`config.mk`:
```
export PLATFORM = sky130hd
export DESIGN_NAME = window_buffer
export DESIGN_NICKNAME = d
export VERILOG_FILES = /design/src/rtl/sobel_pkg.sv /design/src/rtl/window_buffer.sv
export SDC_FILE = /design/constraint.sdc
export NUM_CORES = 1
export LEC_CHECK = 0
export CAP_MARGIN = 20
export CORE_UTILIZATION = 30
export CTS_CLUSTER_SIZE = 24
export DETAILED_ROUTE_END_ITERATION = 10
export HOLD_SLACK_MARGIN = 0.1
export PLACE_DENSITY = 0.62
export SYNTH_ARGS = -nofsm -noshare
export SYNTH_HDL_FRONTEND = slang
export SYNTH_SLANG_ARGS = --single-unit
export TNS_END_PERCENT = 100
```
`constraint.sdc`:
```
create_clock -name clk -period 6.8 [get_ports clk]
set_input_delay 1.7 -clock clk [delete_from_list [all_inputs] [get_ports clk]]
set_output_delay 1.7 -clock clk [all_outputs]
set_load 0.02 [all_outputs]
```
`src/rtl/sobel_pkg.sv`:
```
// Shared types for the Sobel datapath.
//   dir_t      : move encoding, common with move_control
//   wb_state_t : window_buffer control states
//   PIX_W_DFLT : default pixel width
package sobel_pkg;

  localparam int PIX_W_DFLT = 8;

  typedef enum logic [1:0] {
    DIR_NONE  = 2'b00,
    DIR_RIGHT = 2'b01,
    DIR_LEFT  = 2'b10,
    DIR_DOWN  = 2'b11
  } dir_t;

  typedef enum logic [1:0] {
    WB_IDLE  = 2'b00,
    WB_FILL  = 2'b01,
    WB_SHIFT = 2'b10,
    WB_READY = 2'b11
  } wb_state_t;

endpackage

```
`src/rtl/window_buffer.sv`:
```
// window_buffer: builds the 3x3 Sobel neighbourhood from the serial SRAM
// pixel stream. A 9-pixel fill loads the whole window in row-major order.
// A move (right/left/down) slides the window in place and then takes
// 3 pixels for the vacated column or row.
//
// Ports
//   clk, n_reset   clock, async active-low reset
//   fill_start     begin 9-pixel fill (also aborts a fill/shift in flight)
//   shift_start    begin 3-pixel move update, direction sampled with it
//   direction      dir_t encoding, 00 is a protocol error
//   pix_valid      pix_data qualifier
//   pix_data       pixel from SRAM
//   win_ack        consumer took the window (sampled in READY only)
//   window         element (r,c) at [PIX_W*(3r+c) +: PIX_W]
//   window_valid   window complete and stable
//   busy           FILL or SHIFT in progress
//   err            sticky protocol error, cleared by an accepted fill
//   win_count      acked windows, wraps (only with WINBUF_WIN_COUNT_EN)
//
// Optional feature macro: WINBUF_WIN_COUNT_EN
module window_buffer
  import sobel_pkg::*;
#(
  parameter int PIX_W = PIX_W_DFLT
) (
  input  logic               clk,
  input  logic               n_reset,
  input  logic               fill_start,
  input  logic               shift_start,
  input  logic [1:0]         direction,
  input  logic               pix_valid,
  input  logic [PIX_W-1:0]   pix_data,
  input  logic               win_ack,
  output logic [9*PIX_W-1:0] window,
  output logic               window_valid,
  output logic               busy,
`ifdef WINBUF_WIN_COUNT_EN
  output logic [15:0]        win_count,
`endif
  output logic               err
);

  wb_state_t             state_q, state_d;
  logic [3:0]            cnt_q, cnt_d;
  logic                  err_q, err_d;
  dir_t                  dir_q, dir_d;
  logic [8:0][PIX_W-1:0] win_q, win_d;
  logic                  valid_q, busy_q;
  logic                  ack_take;
  logic [3:0]            slot;
  logic [3:0]            last;
  dir_t                  dir_in;

  assign dir_in = dir_t'(direction);

  // Destination element of the current beat, and the cnt of the final beat.
  always_comb begin
    slot = cnt_q;
    last = 4'd8;
    if (state_q == WB_SHIFT) begin
      last = 4'd2;
      case (dir_q)
        DIR_RIGHT: slot = (cnt_q << 1) + cnt_q + 4'd2;
        DIR_LEFT:  slot = (cnt_q << 1) + cnt_q;
        default:   slot = cnt_q + 4'd6;
      endcase
    end
  end

  always_comb begin
    state_d  = state_q;
    cnt_d    = cnt_q;
    err_d    = err_q;
    dir_d    = dir_q;
    win_d    = win_q;
    ack_take = 1'b0;
    case (state_q)
      WB_IDLE: begin
        if (pix_valid) err_d = 1'b1;
        // fill has priority; a coincident shift is silently dropped
        if (fill_start) begin
          state_d = WB_FILL;
          cnt_d   = 4'd0;
          err_d   = 1'b0;
        end else if (shift_start) begin
          if (dir_in == DIR_NONE) begin
            err_d = 1'b1;
          end else begin
            state_d = WB_SHIFT;
            cnt_d   = 4'd0;
            dir_d   = dir_in;
            // slide in place on the accepting edge; vacated slots stay stale
            case (dir_in)
              DIR_RIGHT: begin
                win_d[0] = win_q[1]; win_d[1] = win_q[2];
                win_d[3] = win_q[4]; win_d[4] = win_q[5];
                win_d[6] = win_q[7]; win_d[7] = win_q[8];
              end
              DIR_LEFT: begin
                win_d[2] = win_q[1]; win_d[1] = win_q[0];
                win_d[5] = win_q[4]; win_d[4] = win_q[3];
                win_d[8] = win_q[7]; win_d[7] = win_q[6];
              end
              default: begin
                win_d[2:0] = win_q[5:3];
                win_d[5:3] = win_q[8:6];
              end
            endcase
          end
        end
      end
      WB_FILL, WB_SHIFT: begin
        if (fill_start) begin
          state_d = WB_FILL;
          cnt_d   = 4'd0;
          err_d   = 1'b0;
        end else begin
          if (shift_start) err_d = 1'b1;
          if (pix_valid) begin
            win_d[slot] = pix_data;
            cnt_d       = cnt_q + 4'd1;
            if (cnt_q == last) state_d = WB_READY;
          end
        end
      end
      WB_READY: begin
        if (pix_valid) err_d = 1'b1;
        if (fill_start) begin
          state_d = WB_FILL;
          cnt_d   = 4'd0;
          err_d   = 1'b0;
        end else if (win_ack) begin
          state_d  = WB_IDLE;
          ack_take = 1'b1;
        end else if (shift_start) begin
          err_d = 1'b1;
        end
      end
      default: state_d = WB_IDLE;
    endcase
  end

  always_ff @(posedge clk or negedge n_reset) begin
    if (!n_reset) begin
      state_q <= WB_IDLE;
      cnt_q   <= 4'd0;
      err_q   <= 1'b0;
      dir_q   <= DIR_RIGHT;
      win_q   <= '0;
      valid_q <= 1'b0;
      busy_q  <= 1'b0;
    end else begin
      state_q <= state_d;
      cnt_q   <= cnt_d;
      err_q   <= err_d;
      dir_q   <= dir_d;
      win_q   <= win_d;
      // status flags registered from next state so outputs are pure flops
      valid_q <= (state_d == WB_READY);
      busy_q  <= (state_d == WB_FILL) || (state_d == WB_SHIFT);
    end
  end

`ifdef WINBUF_WIN_COUNT_EN
  logic [15:0] win_count_q;

  always_ff @(posedge clk or negedge n_reset) begin
    if (!n_reset)      win_count_q <= 16'd0;
    else if (ack_take) win_count_q <= win_count_q + 16'd1;
  end

  assign win_count = win_count_q;
`else
  logic unused_ack;
  assign unused_ack = ack_take;
`endif

  assign window       = win_q;
  assign window_valid = valid_q;
  assign busy         = busy_q;
  assign err          = err_q;

endmodule

```
==> reports/metrics.cfg <==
[clock_network]
clock-sinks=83
path_clk_slew_ns=0.06
postCtsSetupRepairBufs=0
cts_tree=built
clockBufferDepth=2
hold_buffers=0
clock_latency_ns=0.34
cts-root-buf=clkbuf_16
cts_resized=0
h-tree-depth=3
numCtsBuffers=9

[grt]
grt_pass1_wl_mm=28.5
antenna_found_initial=0
grt_pass1_vias=4955
track_usage=0.198
grt_overflow_total=0
grt_max_degree=84

[die]
num_rows=49
ios=91
core_um2=18000
fp.dieArea_um2=19000
die_y_um=138
initial_core_util=0.306
die_x_um=138

[worst_setup_path]
worstPathRequired_ns=7.06
worstSetupPathType=in2reg
cp_top_family=compound AO/OA/AOI/OAI gates
path_max_fanout=9
arrival_ns=4.81
critical-path-max-stage-delay_ns=0.52
path_buf_inv=2
worstSetupStartpointType=input port
cp_slowest_cell=clkdlybuf4s50_1
cp_cell_sequence=clkdlybuf4s50_1, inv_1, ha_1, nand2b_1, a2111o_1, a21oi_1, and2_1, a41o_1, mux2i_1
endpoint_kind=flip-flop

[synth]
synth-seq-cells=83
async_reset_ff_frac=1.00
synth-seq-area-share=0.376
netlist_area_um2=5520
syn_area_per_cell_um2=9.56
synth.distinct_cells=62
ys.flop_type=dfrtp_1
yosysTopAreaCellShare=0.371
syn_nets=608
synth_edf_count=0
post-synth-top-area-cell=dfrtp_1
synth_area_leaders=dfrtp_1 37%, mux2i_1 10%, a21oi_1 5.0%
synth.yosys.warnings=0
yosys-top-cells-count=82 x dfrtp_1, 57 x mux2i_1, 55 x a21oi_1
synthCells=578
yosysMostFrequentCell=dfrtp_1

[cells_and_area]
diodes=0
drive_gt1_frac=0.129
syn2layout_area_growth_pct=26.8
fin_cells=886
layout.nets=682

[routing]
wl_per_cell_um=20.7
drt_iter0_markers=544
routed_wl_mm=18.4
routed-via-count=5149
vias_per_cell=5.81
drc=0
first_pass_iters=5
ant_nets=0

[pwr]
power.density_nw_per_um2=474
ir_drop_mv=0.197
leakage_uw=0.00284

[placement]
place.gp.congestion=0.872
post-place-cells=867
place_hpwl_mm=12.9
port_buffers=90

[sta]
fin_tns_setup_ns=0
finalClockSkew_ns=0.00844
period_needed_ns=4.55
rsz0062_at_grt=no
slew_violations=0
slew_headroom=0.397
hold_viol=0
fmax_mhz=220
final-setup-viol-count=0
tightest_slew_ns=0.904
period_share=0.669

[outcome]
status=finished, final reports clean

[min_path]
hold_path.class=reg2reg

[flow_run]
drv_cap=0

cell type report:
type / instances / area (um2)
clock buffers: 11 / 243
clock inverters: 5 / 86.3
fillers: 1801 / 11000
inverters: 41 / 154
multi-input cells: 416 / 3140
flip-flops and latches: 83 / 2080
well taps: 229 / 287
repair buffers: 101 / 1020
cells in the final DEF (no fill, tap or decap), drive strengths merged, types with 2 or more instances in the layout:
cell | Yosys | layout
o21a | 2 | 2
nand2 | 44 | 44
mux2i | 57 | 57
a211o | 2 | 2
and2 | 3 | 3
o211ai | 9 | 9
nand2b | 15 | 15
buf | 10 | 12
a22oi | 19 | 19
a31oi | 7 | 7
o2bb2ai | 3 | 3
and3 | 10 | 10
bufinv | 0 | 2
a22o | 8 | 8
mux2 | 22 | 22
clkinv | 1 | 4
a211oi | 5 | 5
ha | 13 | 13
inv | 40 | 40
a21oi | 57 | 57
nand3 | 6 | 6
or3 | 10 | 10
o22ai | 12 | 12
a32oi | 8 | 8
nor2b | 6 | 6
nor2 | 26 | 26
nor3 | 6 | 6
o21ai | 14 | 14
clkbuf | 28 | 11
o32a | 8 | 8
dfrtp | 82 | 82
o32ai | 8 | 8
o221a | 17 | 17
clkdlybuf4s50 | 0 | 89
worst paths after layout:
| kind | start | endpoint | slack (ns) | cells past startpoint |
|---|---|---|---|---|
| min | dir_q[0]$_DFFE_PN1P_ | dir_q[0]$_DFFE_PN1P_ | 0.54 | 2 |
| max | direction[0] | window[31]$_DFFE_PN0P_ | 2.25 | 9 |
| min in group asynchronous | n_reset | window[11]$_DFFE_PN0P_ | 1.22 | 1 |
| min reg2reg | dir_q[0]$_DFFE_PN1P_ | dir_q[0]$_DFFE_PN1P_ | 0.54 | 2 |
| max in group asynchronous | n_reset | dir_q[0]$_DFFE_PN1P_ | 4.91 | 2 |
| max reg2reg | state_q[0]$_DFF_PN0_ | window[16]$_DFFE_PN0P_ | 3.09 | 9 |
flip-flops by register name (all words and copies together) (netlist names):
signal and count:
dir_q 2, err 1, state_q 2, window 72, cnt_q 4, window_valid 1, busy 1
through the flow:
stage / setup slack, ns / instance area, um2 / util / total power (uW) / hold slack, ns
final: 2.25 / 7010 / 0.389 / 3320 / 0.544
after global routing: 2.08 / 7010 / 0.389 / 3500 / 0.581
after CTS: 2.16 / 6940 / 0.385 / 3290 / 0.549
after detailed placement: 1.81 / 6620 / 0.367 / 2750 / 0.540
after global placement: 2.00 / 6620 / 0.367 / 2700 / 0.515
after floorplan: 3.01 / 5520 / - / 2020 / 0.491
kinds of logic after synthesis:
logic type | count (synthesis) | share of synthesized area
fa+ha+maj | 14 | 0.0331
mux | 79 | 0.149
buf+inv | 79 | 0.0566
compound gates | 188 | 0.256
xor+xnor | 2 | 0.00566
simple gates | 133 | 0.123
flops | 83 | 0.376
report_power, final:
| part | switching (uW) | leakage (uW) | internal (uW) | total, uW |
|---|---|---|---|---|
| Sequential | 244 | 0.00109 | 683 | 926 |
| Combinational | 1050 | 0.00159 | 796 | 1850 |
| Clock | 207 | 0.000160 | 334 | 541 |
| Total | 1510 | 0.00284 | 1810 | 3320 |
worst min-delay path, stage by stage, from the launching register on:
cell and delay (ns):
dfstp_2 0.37, inv_1 0.07, o21ai_0 0.09
metal layers:
layer,track usage,vias to the layer above,share of wire
met5,0,-,0
met2,0.301,269,0.45
li1,-,2319,-
met4,0.0755,0,0.024
met1,0.280,2523,0.45
met3,0.0305,38,0.075
Power figures use the tool's default switching activity.
